File: src/rtl/dca_lsu_seq_pkg.sv
// Shared types for the DCA load/store row sequencers: FSM states, the row
// transaction record and the outstanding-counter width helper.
package dca_lsu_seq_pkg;

   typedef enum logic [1:0] {
      S_IDLE  = 2'd0,
      S_ISSUE = 2'd1,
      S_DRAIN = 2'd2,
      S_DONE  = 2'd3
   } seq_state_t;

   localparam int MAX_OUTSTANDING_DEF = 4;
   localparam int BW_ADDR_DEF         = 32;
   localparam int BW_ROW_COUNT_DEF    = 8;

   localparam int BW_OUTSTANDING = $clog2(MAX_OUTSTANDING_DEF + 1);

   typedef struct packed {
      logic [BW_ADDR_DEF-1:0]      addr;
      logic [BW_ROW_COUNT_DEF-1:0] row;
   } row_txn_t;

   function automatic int outstanding_width(input int max_out);
      return $clog2(max_out + 1);
   endfunction

endpackage

File: src/rtl/dca_credit_counter.sv
// Up/down credit counter: saturates at MAX_COUNT, holds at zero, and flags a
// decrement that arrives while the count is zero.
module dca_credit_counter #(
   parameter int BW_COUNT  = 3,
   parameter int MAX_COUNT = 4
) (
   input  logic                i_clk,
   input  logic                i_rst,
   input  logic                i_clr,
   input  logic                i_inc,
   input  logic                i_dec,
   output logic [BW_COUNT-1:0] o_count,
   output logic                o_at_cap,
   output logic                o_underflow
);

   localparam logic [BW_COUNT-1:0] CAP = BW_COUNT'(MAX_COUNT);

   logic [BW_COUNT-1:0] r_count;

   always_ff @(posedge i_clk) begin
      if (i_rst || i_clr) begin
         r_count <= '0;
      end else if (i_inc && !i_dec && (r_count != CAP)) begin
         r_count <= r_count + BW_COUNT'(1);
      end else if (i_dec && !i_inc && (r_count != '0)) begin
         r_count <= r_count - BW_COUNT'(1);
      end else begin
         r_count <= r_count;
      end
   end

   assign o_count     = r_count;
   assign o_at_cap    = (r_count >= CAP);
   assign o_underflow = i_dec && (r_count == '0);

endmodule

File: src/rtl/dca_matrix_load_sequencer.sv
// Splits a tile-load command into one LSU transaction per row, caps the
// number in flight, and reports done/aborted/err once the rows come back.
module dca_matrix_load_sequencer
   import dca_lsu_seq_pkg::*;
#(
   parameter int BW_ADDR         = 32,
   parameter int BW_STRIDE       = 16,
   parameter int BW_ROW_COUNT    = 8,
   parameter int MAX_OUTSTANDING = 4
) (
   input  logic                    i_clk,
   input  logic                    i_rst,
   input  logic                    i_cmd_valid,
   output logic                    o_cmd_ready,
   input  logic [BW_ADDR-1:0]      i_cmd_addr,
   input  logic [BW_STRIDE-1:0]    i_cmd_stride,
   input  logic [BW_ROW_COUNT-1:0] i_cmd_num_rows,
   input  logic                    i_abort,
   output logic                    o_txn_valid,
   input  logic                    i_txn_ready,
   output logic [BW_ADDR-1:0]      o_txn_addr,
   output logic [BW_ROW_COUNT-1:0] o_txn_row,
   input  logic                    i_row_done,
   output logic                    o_busy,
   output logic                    o_done,
   output logic                    o_aborted,
   output logic                    o_err
);

   localparam int BW_OUT = outstanding_width(MAX_OUTSTANDING);

   seq_state_t              r_state;
   seq_state_t              w_next_state;
   logic [BW_STRIDE-1:0]    r_stride;
   logic [BW_ROW_COUNT-1:0] r_num_rows;
   logic [BW_ADDR-1:0]      r_txn_addr;
   logic [BW_ROW_COUNT-1:0] r_txn_row;
   logic                    r_abort_pend;
   logic                    r_aborted;
   logic                    r_err;

   logic                    w_cmd_ready;
   logic                    w_txn_valid;
   logic                    w_busy;
   logic                    w_done;
   logic                    w_accept;
   logic                    w_txn_hs;
   logic                    w_last_issue;
   logic                    w_abort_now;
   logic [BW_OUT-1:0]       w_count;
   logic                    w_at_cap;
   logic                    w_underflow;

   assign w_accept     = w_cmd_ready && i_cmd_valid;
   assign w_txn_hs     = w_txn_valid && i_txn_ready;
   assign w_last_issue = w_txn_hs && ((r_txn_row + BW_ROW_COUNT'(1)) == r_num_rows);
   // A stalled offer is never withdrawn: abort only lands once the offer is gone or accepted.
   assign w_abort_now  = (i_abort || r_abort_pend) && (!w_txn_valid || i_txn_ready);

   dca_credit_counter #(
      .BW_COUNT  (BW_OUT),
      .MAX_COUNT (MAX_OUTSTANDING)
   ) u_credit (
      .i_clk       (i_clk),
      .i_rst       (i_rst),
      .i_clr       (w_accept),
      .i_inc       (w_txn_hs),
      .i_dec       (i_row_done),
      .o_count     (w_count),
      .o_at_cap    (w_at_cap),
      .o_underflow (w_underflow)
   );

   always_ff @(posedge i_clk) begin
      if (i_rst) begin
         r_state <= S_IDLE;
      end else begin
         r_state <= w_next_state;
      end
   end

   always_comb begin
      w_next_state = r_state;
      case (r_state)
         S_IDLE: begin
            if (w_accept) begin
               w_next_state = (i_cmd_num_rows == '0) ? S_DONE : S_ISSUE;
            end else begin
               w_next_state = S_IDLE;
            end
         end
         S_ISSUE: begin
            if (w_last_issue || w_abort_now) begin
               w_next_state = S_DRAIN;
            end else begin
               w_next_state = S_ISSUE;
            end
         end
         S_DRAIN: begin
            if ((w_count == BW_OUT'(0)) || ((w_count == BW_OUT'(1)) && i_row_done)) begin
               w_next_state = S_DONE;
            end else begin
               w_next_state = S_DRAIN;
            end
         end
         S_DONE:  w_next_state = S_IDLE;
         default: w_next_state = S_IDLE;
      endcase
   end

   always_comb begin
      w_cmd_ready = 1'b0;
      w_txn_valid = 1'b0;
      w_busy      = 1'b0;
      w_done      = 1'b0;
      case (r_state)
         S_IDLE:  w_cmd_ready = 1'b1;
         S_ISSUE: begin
            w_busy      = 1'b1;
            w_txn_valid = (r_txn_row < r_num_rows) && !w_at_cap;
         end
         S_DRAIN: w_busy = 1'b1;
         S_DONE: begin
            w_busy = 1'b1;
            w_done = 1'b1;
         end
         default: w_busy = 1'b0;
      endcase
   end

   always_ff @(posedge i_clk) begin
      if (i_rst) begin
         r_stride   <= '0;
         r_num_rows <= '0;
         r_txn_addr <= '0;
         r_txn_row  <= '0;
      end else if (w_accept) begin
         r_stride   <= i_cmd_stride;
         r_num_rows <= i_cmd_num_rows;
         r_txn_addr <= i_cmd_addr;
         r_txn_row  <= '0;
      end else if (w_txn_hs) begin
         r_txn_addr <= r_txn_addr + BW_ADDR'(r_stride);
         r_txn_row  <= r_txn_row + BW_ROW_COUNT'(1);
      end else begin
         r_txn_addr <= r_txn_addr;
         r_txn_row  <= r_txn_row;
      end
   end

   always_ff @(posedge i_clk) begin
      if (i_rst || w_accept) begin
         r_abort_pend <= 1'b0;
         r_aborted    <= 1'b0;
      end else if (r_state == S_ISSUE) begin
         r_abort_pend <= r_abort_pend || (i_abort && w_txn_valid && !i_txn_ready);
         r_aborted    <= r_aborted || w_abort_now;
      end else begin
         r_abort_pend <= r_abort_pend;
         r_aborted    <= r_aborted;
      end
   end

   always_ff @(posedge i_clk) begin
      if (i_rst || w_accept) begin
         r_err <= 1'b0;
      end else if (w_underflow) begin
         r_err <= 1'b1;
      end else begin
         r_err <= r_err;
      end
   end

   assign o_cmd_ready = w_cmd_ready;
   assign o_txn_valid = w_txn_valid;
   assign o_txn_addr  = r_txn_addr;
   assign o_txn_row   = r_txn_row;
   assign o_busy      = w_busy;
   assign o_done      = w_done;
   assign o_aborted   = r_aborted;
   assign o_err       = r_err;

endmodule

File: config.mk
export PLATFORM = sky130hd
export DESIGN_NAME = dca_matrix_load_sequencer
export DESIGN_NICKNAME = d
export VERILOG_FILES = /design/src/rtl/dca_lsu_seq_pkg.sv /design/src/rtl/dca_credit_counter.sv /design/src/rtl/dca_matrix_load_sequencer.sv
export SDC_FILE = /design/constraint.sdc
export NUM_CORES = 1
export LEC_CHECK = 0
export BUFFER_PORTS_ARGS = -buffer_cell sky130_fd_sc_hd__buf_2
export CAP_MARGIN = 20
export CORE_MARGIN = 2
export CORE_UTILIZATION = 55
export DETAILED_ROUTE_END_ITERATION = 7
export HOLD_SLACK_MARGIN = 0.12
export PLACE_DENSITY_LB_ADDON = 0.25
export SETUP_SLACK_MARGIN = 0.05
export SYNTH_ARGS = -nofsm -noshare
export SYNTH_HDL_FRONTEND = slang
export SYNTH_SLANG_ARGS = --single-unit
File: constraint.sdc
create_clock -name i_clk -period 3.08 [get_ports i_clk]
set_clock_uncertainty 0.05 [all_clocks]
set_input_delay 0.616 -clock i_clk [delete_from_list [all_inputs] [get_ports i_clk]]
set_output_delay 0.616 -clock i_clk [all_outputs]
set_load 0.005 [all_outputs]
After elaboration in Yosys (flattened, before gate mapping):

Cells that the tools add are included.

* $add $sub $neg: 4
* order comparisons: 2
* equal/unequal tests: 6
* muxes and demuxes: 13
* reductions and logical operators: 33

Operators with widths (count)
* two-way mux 32 bit: 2
* adder 32 x 16 -> 32 bit: 1
* logical AND 1 bit: 13
* adder 8 x 1 -> 8 bit (second input constant): 1
* equality test 8 bit: 1
* logical NOT 8 bit: 1
* < comparator 8 bit: 1
* one-hot mux 2 bit (4 select lines): 1
* logical OR 1 bit: 7
* two-way mux 2 bit: 3
* two-way mux 3 bit: 2
* logical NOT 1 bit: 5
* two-way mux 1 bit: 5
* equality test 2 bit (second input constant): 2
* nonzero test 2 bit: 2
* adder 3 x 1 -> 3 bit (second input constant): 1
* equality test 3 x 1 -> 1 bit (second input constant): 1
* greater-or-equal comparator 3 bit (second input constant): 1
* logical NOT 3 bit: 1
* != test 3 bit (second input constant): 1
* nonzero test 3 bit: 1
* OR reduction 3 bit: 1
* subtractor 3 x 1 -> 3 bit (second input constant): 1
* equality test 2 x 1 -> 1 bit (second input constant): 1
* other kinds (2): 2

* register bits after elaboration: 72
* bits of input ports: 62
* output and inout port bits: 46
* logic and storage cells: 67

Depth between registers and ports, before layout:

Gate-level depths: netlist of run 1.

* depth after elaboration: 10
* gate-level depth with buffers: 10
* gate-level depth less buffers: 10

Modules after synthesis:

A second synthesis of run 1 with hierarchy kept.

* cell total of the unflattened synthesis: 556
* area, all modules: 4430.5 um2

Modules (own cells, without submodules)
* dca_matrix_load_sequencer: instances 1, cells an instance 532, area an instance 4207.8 um2, sequential area each 1381.3 um2
* dca_credit_counter: instances 1, cells an instance 24, area an instance 222.7 um2, sequential area each 60.1 um2

Least setup slack after synthesis of run 1:

Ideal clock, no wire load.

* kind: reg2reg
* start point: register r_txn_addr[0] (netlist: o_txn_addr[0])
* end point: register r_txn_addr[24] (netlist: o_txn_addr[24])
* library setup time: 91 ps
* arrival: 2459 ps
* setup slack: 480 ps
* stages on the path, launching flop included: 11
* period minus slack after synthesis: 2600 ps
* cells stage by stage: dfxtp_1 > ha_1 > inv_1 > fa_1 > nor2b_1 > o2111ai_1 > a21bo_2 > a21oi_1 > o21ai_2 > or4b_1 > a311oi_1

* word-level cells in the longest chain between the ends: 3

RTL lines
* from (decl): RTL line dca_matrix_load_sequencer.sv:36 `logic [BW_ADDR-1:0] r_txn_addr;`
* from (signal assigned): RTL line dca_matrix_load_sequencer.sv:140 `r_txn_addr <= i_cmd_addr;`
* from (signal assigned): RTL line dca_matrix_load_sequencer.sv:143 `r_txn_addr <= r_txn_addr + BW_ADDR'(r_stride);`
* from (signal assigned): RTL line dca_matrix_load_sequencer.sv:146 `r_txn_addr <= r_txn_addr;`
* adder 32 x 16 -> 32 bit: RTL line dca_matrix_load_sequencer.sv:143
* two-way mux 32 bit: RTL line dca_matrix_load_sequencer.sv:142 `end else if (w_txn_hs) begin`
* two-way mux 32 bit: RTL line dca_matrix_load_sequencer.sv:137 `end else if (w_accept) begin`

Every way passes these cells. The select of a mux whose other input is x is not followed.
A chain may end at the register's enable or synchronous reset.

Worst setup path after layout of run 1:

Same ends and word-level chain as after synthesis.

==> results of run 1 <==
-- cells by family (layout without fill, tap and decap cells) --
kind of cell             Yosys count  count (layout)
adder cells (fa/ha/maj)           30              30
XOR/XNOR                          39              39
multiplexers                       3               3
AND/OR/NAND/NOR                  253             253
buffers and inverters             52             155
AO/OA/AOI/OAI                    146             146
flip-flops                        72              72
-- placed cells by master, fill, tap and decap left out, types with 6 or more instances in the layout --
master                        n
sky130_fd_sc_hd__a2111oi_0    7
sky130_fd_sc_hd__a211oi_1    11
sky130_fd_sc_hd__a21o_1       6
sky130_fd_sc_hd__a21oi_1     51
sky130_fd_sc_hd__a31oi_1      7
sky130_fd_sc_hd__and2_1      10
sky130_fd_sc_hd__and3_1      10
sky130_fd_sc_hd__buf_2      107
sky130_fd_sc_hd__buf_4       10
sky130_fd_sc_hd__clkbuf_8    11
sky130_fd_sc_hd__dfxtp_1     72
sky130_fd_sc_hd__ha_1        29
sky130_fd_sc_hd__inv_1       22
sky130_fd_sc_hd__nand2_1     79
sky130_fd_sc_hd__nand3_1     20
sky130_fd_sc_hd__nand4_1      8
sky130_fd_sc_hd__nor2_1      68
sky130_fd_sc_hd__nor3_1      17
sky130_fd_sc_hd__nor4_1       8
sky130_fd_sc_hd__o21ai_0     19
sky130_fd_sc_hd__or3_1        7
sky130_fd_sc_hd__xnor2_1     24
sky130_fd_sc_hd__xor2_1      15
-- final timing paths --
kind / startpoint / to / slack (ns) / cells after the start
setup / recovery: o_txn_addr[0]$_SDFFE_PP0P_ / o_txn_addr[24]$_SDFFE_PP0P_ / 0.28 / 10
hold / removal: r_num_rows[0]$_SDFFE_PP0P_ / r_num_rows[0]$_SDFFE_PP0P_ / 0.41 / 2
setup reg to reg: o_txn_addr[0]$_SDFFE_PP0P_ / o_txn_addr[24]$_SDFFE_PP0P_ / 0.28 / 10
hold reg to reg: r_num_rows[0]$_SDFFE_PP0P_ / r_num_rows[0]$_SDFFE_PP0P_ / 0.41 / 2
-- per-stage QoR --
step | hold slack [ns] | total power [mW]
2_1_floorplan | 0.385 | 1.60
3_3_place_gp | 0.397 | 1.83
3_5_place_dp | 0.402 | 1.85
4_1_cts | 0.413 | 2.80
5_1_grt | 0.428 | 2.94
6_report | 0.411 | 2.81
-- report_power, final --
group          switching (mW)  leakage (nW)  total [mW]  internal [mW]
clock network           0.382         0.126       0.963          0.581
registers              0.0968         0.592        1.12           1.02
logic                   0.420          1.67       0.724          0.304
total                   0.899          2.39        2.81           1.91
-- area by class of cell --
class	instances	area share, %
multi-input cells	471	54.0
flip-flops and latches	72	26.3
repair buffers	117	11.2
clock buffers	11	2.77
well taps	105	2.40
clock inverters	5	1.87
inverters	22	1.51
-- critical path, stage by stage (launching register included) --
cell and delay, ns:
sky130_fd_sc_hd__dfxtp_1 0.36, sky130_fd_sc_hd__ha_1 0.20, sky130_fd_sc_hd__inv_1 0.06, sky130_fd_sc_hd__fa_1 0.39
sky130_fd_sc_hd__nor2b_1 0.17, sky130_fd_sc_hd__o2111ai_1 0.17, sky130_fd_sc_hd__a21bo_2 0.26, sky130_fd_sc_hd__a21oi_2 0.20
sky130_fd_sc_hd__o21ai_2 0.14, sky130_fd_sc_hd__or4b_1 0.48, sky130_fd_sc_hd__a311oi_1 0.24
-- per-layer routing --
metal  vias to the layer above  GRT usage [%]  share of wire, %
met1                      2205           35.1                44
met5                         -              0                 0
li1                       2324              -                 -
met2                       143           49.3                49
met4                         0           11.8               2.0
met3                        27           4.27               5.3
-- synth_stat cells, types with 5 or more instances --
master and instances:
sky130_fd_sc_hd__nor3_1 17, sky130_fd_sc_hd__a2111oi_0 7, sky130_fd_sc_hd__and2_1 10, sky130_fd_sc_hd__a211oi_1 11
sky130_fd_sc_hd__a21o_1 6, sky130_fd_sc_hd__dfxtp_1 72, sky130_fd_sc_hd__nor2b_1 5, sky130_fd_sc_hd__xnor2_1 24
sky130_fd_sc_hd__a31oi_1 7, sky130_fd_sc_hd__xor2_1 15, sky130_fd_sc_hd__nand4_1 8, sky130_fd_sc_hd__nor2_1 68
sky130_fd_sc_hd__clkbuf_1 21, sky130_fd_sc_hd__a21oi_1 52, sky130_fd_sc_hd__or3_1 7, sky130_fd_sc_hd__ha_1 29
sky130_fd_sc_hd__and3_1 10, sky130_fd_sc_hd__o21ai_0 19, sky130_fd_sc_hd__inv_1 22, sky130_fd_sc_hd__nor4_1 8
sky130_fd_sc_hd__nand2_1 80, sky130_fd_sc_hd__a311oi_1 5, sky130_fd_sc_hd__nand3_1 20
-- sequential cells by signal, summed over array words and instances (netlist names), 2 cells and up --
| name | count |
|---|---|
| o_txn_addr | 32 |
| r_stride | 16 |
| o_txn_row | 8 |
| r_num_rows | 8 |
| u_credit.o_count | 3 |
| r_state | 2 |
==> qor_table.md, run 1 <==
| Group | Quantity | Value |
|---|---|---|
| die | Height of the die | 95.4 um |
| placed design | Post-detailed-placement cell area | 5220 um^2 |
| placed design | Half-perimeter wire length after placement | 9070 um |
| run | Max-cap check violation count | 0 |
| synth | Number of cells produced by synthesis | 595 |
| layout | Number of antenna cells inserted | 0 |
| clocking | Total setup buffers inserted after CTS | 0 |
| sta | Final hold vios | 0 |
| synth | Synth area leader | sky130_fd_sc_hd__dfxtp_1 |
| synth | Post-synthesis instance area | 4590 um^2 |
| clocking | TritonCTS clock tree | done |
| setup path | Startpoint type of the worst setup path | flop |
| sta | Slew headroom | 53.7% |
| synth | Top cells by area in the synthesized netlist | sky130_fd_sc_hd__dfxtp_1 31%, sky130_fd_sc_hd__ha_1 7.9%, sky130_fd_sc_hd__nand2_1 6.5% |
| setup path | Endpoint class of the critical path | flop |
| layout | Area grow syn2layout | 19.2% |
| global route | Wire length of the first global-routing pass | 20400 um |
| layout | Combined area of the multi-input logic cells | 2950 um^2 |
| synth | Fraction of registers with async set/reset | 0% |
| die | Ports placed on the boundary | 108 |
| clocking | Cell chosen for the clock root | sky130_fd_sc_hd__clkbuf_8 |
| drt | Total Routed Length | 12500 um |
| sta | Crit share post-route | 90.8% |
| drt | Via-to-Cell Ratio | 5.85 |
| sta | Time the final worst path needs with I/O delays and setup | 2.80 ns |
| clocking | Clk sink count | 72 |
| clocking | Level count of the clock H-tree | 3 |
| sta | Minimum setup slack in the final design | 0.284 ns |
| global route | Number of antenna violations at the first check in global routing | 0 |
| synth | Synthesized-area fraction occupied by ao, oa, aoi and oai cells | 21.2% |
| die | Die X | 95.4 um |
| layout | Number of nets in the final layout | 785 |
| clocking | Hold_buf cts | 0 |
| global route | Largest net degree at the start of global routing | 56 |
| sta | Setup repair after global routing missed its margin | false |
| global route | Global-route total usage across every layer | 28.5% |
| clocking | Number of resized instances in the post-cts repair step | 0 |
| synth | Area fraction of the dominant cell type after synthesis | 31.4% |
| sta | Total Negative Setup Slacks | 0 ns |
| placed design | Placed cell count | 787 |
| drt | Post-route DRC | 0 |
| die | Floorplan row count | 33 |
| drt | Routed WL per cell | 15.6 um |
| setup path | Peak fanout along the critical path | 6 |
| synth | Total of flip-flops plus latches after synthesis | 72 |
| layout | Core occupancy in the finished layout | 67.3% |
| synth | Portion of the post-synthesis area used by sequential elements | 31.4% |
| die | Effective utilization at floorplan | 56.4% |
| drt | Pre-antenna DRT Iters | 5 |
| setup path | Required @ worst endpoint | 3.31 ns |
| synth | Post-synthesis xor/xnor area fraction | 7.44% |
| placed design | RePlAce Congestion | 0.933 |
| clocking | Worst skew pair latency | 0.36 ns |
| placed design | Port buffer count | 107 |
| layout | Final instance area | 5470 um^2 |
| clocking | Clock-pin slew on the worst setup and hold paths | 0.08 ns |
| synth | Main combinational cell family by area after synthesis | simple AND/OR/NAND/NOR gates |
| layout | Final-layout fill cell count | 699 |
| setup path | Type of the setup path with the least slack | flop to flop |
| clocking | Maximum count of clock buffers along a single path | 2 |
| drt | Number of DRC markers after the initial detailed-route iteration | 184 |
| layout | Non-filler cells in the finished layout | 803 |
| sta | Setup violators final | 0 |
| layout | Share of cells above drive strength 1 | 21.6% |
| synth | Mean area per synthesized cell | 7.72 um^2 |
| placed design | Post-placement worst setup slack | 0.261 ns |
| die | Core Region | 8130 um^2 |
| synth | Synth warnings | 0 |
| die | Full die area | 9090 um^2 |
| drt | Antenna Violating Nets Remaining | 0 |
| hold path | Min-Delay Path Class | flop to flop |
| layout | Flip-flop and latch area | 1440 um^2 |
| synth | Portion of netlist area occupied by mux cells | 0.654% |
| drt | Total vias in the final route | 4699 |
| synth | Primary flip-flop cell chosen by synthesis mapping | sky130_fd_sc_hd__dfxtp_1 |
| pwr | IR drop worst, VDD | 0.354 mV |
| synth | Simple-gate share of the synthesized area | 26.5% |
| synth | Number of enable flip-flop cells after synthesis | 0 |
| setup path | Arrival time at the worst endpoint | 3.03 ns |
| global route | Global route total overflow | 0 |
| global route | Number of global-route vias before repair | 4412 |
| synth | Adder-Cell Fraction of Synth Area | 8.34% |
| pwr | Leak pwr | 2.39 nW |
| synth | Number of distinct library cell variants in the gate-level netlist after synthesis | 62 |
| sta | Fmax | 0.358 GHz |
| status | Run status | completed |
| synth | Syn nets | 687 |
| clocking | Cts bufs inserted | 9 |
| sta | Pin slew with the least headroom to its limit | 0.685 ns |
| pwr | Total power density per cell area | 513 nW/um^2 |
| sta | Count of final max-slew check failures | 0 |
Power figures use the tool's default switching activity.
==> run 2, diff against run 1 <==
--- a/config.mk
+++ b/config.mk
@@ -11,7 +11,9 @@
 export CORE_UTILIZATION = 55
 export DETAILED_ROUTE_END_ITERATION = 7
 export HOLD_SLACK_MARGIN = 0.12
+export MAX_ROUTING_LAYER = met4
 export PLACE_DENSITY_LB_ADDON = 0.25
+export REMOVE_ABC_BUFFERS = 1
 export SETUP_SLACK_MARGIN = 0.05
 export SYNTH_ARGS = -nofsm -noshare
 export SYNTH_HDL_FRONTEND = slang
==> constraint.sdc (replaced) <==
create_clock -name i_clk -period 3.08 [get_ports i_clk]
set_clock_uncertainty 0.05 [all_clocks]
set_input_delay 0.616 -clock i_clk [delete_from_list [all_inputs] [get_ports i_clk]]
set_output_delay 0.616 -clock i_clk [all_outputs]
set_load 0.1 [all_outputs]
==> run 2 against run 1 <==
  * Via count increased by 0.77%
  * Register-to-register slack worse by 0.05 ns
  * Wire length shrank 0.44%
  * Non-clock buffer count up 2
  * Final cell count up 0.25%
  * Clock-buffer cell count is 1 lower
  * Cell area decreased by 0.57%
  * Clock power shrank 27%
  * Hold slack gained 0.0011 ns
  * Fmax shrank 2.9%
  * Combinational power increased by 67%
  * Global-route usage up 0.47 points
  * Highest routed layer unchanged
==> qor_table.md, run 2 (synthesis gave the netlist of run 1 again) <==
| Group | Quantity | Value | Delta |
|---|---|---|---|
| status | Run status | completed |  |
| clocking | Number of resized instances in the post-cts repair step | 0 | unchanged |
| drt | Total vias in the final route | 4735 | +0.77% |
| die | Ports placed on the boundary | 108 | unchanged |
| sta | Setup violators final | 0 | unchanged |
| placed design | Half-perimeter wire length after placement | 9150 um | +0.93% |
| hold path | Min-Delay Path Class | flop to flop |  |
| hold path | Hold Path Depth | 2 | unchanged |
| clocking | Cell chosen for the clock root | sky130_fd_sc_hd__clkbuf_8 |  |
| drt | Number of DRC markers after the initial detailed-route iteration | 210 | +14% |
| placed design | RePlAce Congestion | 0.865 | -7.3% |
| die | Full die area | 9090 um^2 | unchanged |
| setup path | Capturing instance or port of the critical path | o_txn_valid |  |
| setup path | Peak fanout along the critical path | 5 | -1 |
| clocking | TritonCTS clock tree | done |  |
| setup path | Startpoint of the worst register-to-register path | o_txn_addr[0]$_SDFFE_PP0P_ |  |
| global route | Met1 capacity usage during global routing | 36.5% | +1.3 points |
| drt | Post-route DRC | 0 | unchanged |
| clocking | Cts bufs inserted | 9 | unchanged |
| drt | Routed WL per cell | 15.5 um | -0.69% |
| die | Core Region | 8130 um^2 | unchanged |
| global route | Global route total overflow | 0 | unchanged |
| placed design | Post-detailed-placement cell area | 5240 um^2 | +0.53% |
| sta | Pin slew with the least headroom to its limit | 0.574 ns | -0.110 ns |
| sta | Crit share post-route | 93.5% | +2.8 points |
| sta | Slew headroom | 61.7% | +8.0 points |
| setup path | Reg2Reg Depth | 10 | unchanged |
| layout | Area grow syn2layout | 18.5% |  |
| global route | Number of antenna violations at the first check in global routing | 0 | unchanged |
| placed design | Post-placement worst setup slack | 0.166 ns | -0.0944 ns |
| setup path | Worst setup path start | r_num_rows[3]$_SDFFE_PP0P_ |  |
| pwr | Overall Power | 3.03 mW | +7.9% |
| setup path | Capture point of the worst reg-to-reg path | o_txn_addr[24]$_SDFFE_PP0P_ |  |
| clocking | Worst skew pair latency | 0.37 ns | about the same |
| global route | Met2 GRT Util | 46.0% | -3.3 points |
| setup path | Endpoint class of the critical path | primary output |  |
| die | Die X | 95.4 um | unchanged |
| global route | Layer with the highest usage after global routing | met2 |  |
| clocking | Total setup buffers inserted after CTS | 0 | unchanged |
| drt | Total Routed Length | 12500 um | -0.44% |
| global route | Largest net degree at the start of global routing | 46 | -18% |
| pwr | Leak pwr | 2.36 nW | -1.2% |
| setup path | Required @ worst endpoint | 2.41 ns | -0.90 ns |
| setup path | Arrival time at the worst endpoint | 2.22 ns | -0.81 ns |
| global route | Wire length of the first global-routing pass | 20100 um | -1.5% |
| layout | Share of cells above drive strength 1 | 21.7% | +0.081 points |
| layout | Commonest cells after routing, fill and taps aside | 106 x sky130_fd_sc_hd__buf_2, 79 x sky130_fd_sc_hd__nand2_1, 72 x sky130_fd_sc_hd__dfxtp_1 |  |
| clocking | Maximum count of clock buffers along a single path | 2 | unchanged |
| global route | Global-route total usage across every layer | 28.9% | +0.47 points |
| layout | Number of nets in the final layout | 787 | +0.25% |
| placed design | Port buffer count | 107 | unchanged |
| layout | Number of antenna cells inserted | 0 | unchanged |
| pwr | Total power density per cell area | 556 nW/um^2 | +8.5% |
| global route | Number of global-route vias before repair | 4399 | -0.29% |
| sta | Setup repair after global routing missed its margin | true |  |
| setup path | Type of the setup path with the least slack | flop to primary output |  |
| setup path | Startpoint type of the worst setup path | flop |  |
| pwr | IR drop worst, VDD | 0.259 mV | -27% |
| layout | Commonest non-fill, non-tap cell in the layout | sky130_fd_sc_hd__buf_2 |  |
| clocking | Clock-pin slew on the worst setup and hold paths | 0.08 ns | about the same |
| clocking | Clk sink count | 72 | unchanged |
| global route | GRT met3 Usage | 4.66% | +0.40 points |
| drt | Pre-antenna DRT Iters | 6 | +1 |
| drt | Antenna Violating Nets Remaining | 0 | unchanged |
| setup path | Reg2reg setup slack | 0.23 ns | -0.05 ns |
| sta | Final hold vios | 0 | unchanged |
| layout | Final instance area | 5440 um^2 | -0.57% |
| clocking | Level count of the clock H-tree | 3 | unchanged |
| run | Max-cap check violation count | 0 | unchanged |
| clocking | Hold_buf cts | 0 | unchanged |
| sta | Minimum setup slack in the final design | 0.199 ns | -0.0849 ns |
| die | Effective utilization at floorplan | 56.4% | unchanged |
| layout | Number of flip-flops in the largest register | 32 | unchanged |
| die | Height of the die | 95.4 um | unchanged |
| sta | Time the final worst path needs with I/O delays and setup | 2.88 ns | +0.0849 ns |
| sta | Count of final max-slew check failures | 0 | unchanged |
| drt | Via-to-Cell Ratio | 5.88 | +0.52% |
| die | Floorplan row count | 33 | unchanged |
| sta | Fmax | 0.347 GHz | -2.9% |
run 2: power breakdown:
group          leakage, nW  switching [mW]  internal (mW)
clock               0.0789           0.404          0.295
sequential           0.592          0.0923           1.02
combinational         1.69           0.899          0.314
run 2: area by class of cell:
| type | instances | area (um^2) |
|---|---|---|
| clock inverters | 6 | 45.0 |
| multi-input cells | 471 | 2970 |
| repair buffers | 119 | 641 |
| fillers | 699 | 2690 |
| clock buffers | 10 | 128 |
| flip-flops and latches | 72 | 1440 |
| well taps | 105 | 131 |
| inverters | 22 | 82.6 |
run 2: worst min path at each step:
stage,start,end,slack [ns]
finish,r_stride[0]$_SDFFE_PP0P_,r_stride[0]$_SDFFE_PP0P_,0.41
global route,i_cmd_addr[1],o_txn_addr[1]$_SDFFE_PP0P_,0.42
CTS,r_stride[0]$_SDFFE_PP0P_,r_stride[0]$_SDFFE_PP0P_,0.41
detailed placement,r_stride[0]$_SDFFE_PP0P_,r_stride[0]$_SDFFE_PP0P_,0.40
global placement,r_abort_pend$_SDFFE_PP0P_,r_abort_pend$_SDFFE_PP0P_,0.40
floorplan,r_num_rows[0]$_SDFFE_PP0P_,r_num_rows[0]$_SDFFE_PP0P_,0.38
run 2: critical path, cell delays in order (launching register included):
cell	delay, ns
sky130_fd_sc_hd__dfxtp_1	0.37
sky130_fd_sc_hd__inv_1	0.06
sky130_fd_sc_hd__ha_1	0.33
sky130_fd_sc_hd__a2111oi_4	0.41
sky130_fd_sc_hd__a211oi_4	0.15
sky130_fd_sc_hd__nor2_1	0.17
sky130_fd_sc_hd__clkbuf_4	0.35
run 2: per-layer routing:
layer  part of all wire (%)  routed length, um
met3                    6.2                780
met5                      0                  0
met2                     47               5840
met1                     45               5610
met4                    2.1                258
run 2: per-stage QoR:
step	hold slack, ns	cells	utilization [%]	TNS [ns]
finish	0.412	805	66.9	0
CTS	0.415	805	66.6	0
detailed placement	0.404	789	64.5	0
floorplan	0.384	565	-	-53.24
global placement	0.397	789	64.5	0
global route	0.416	805	66.9	0
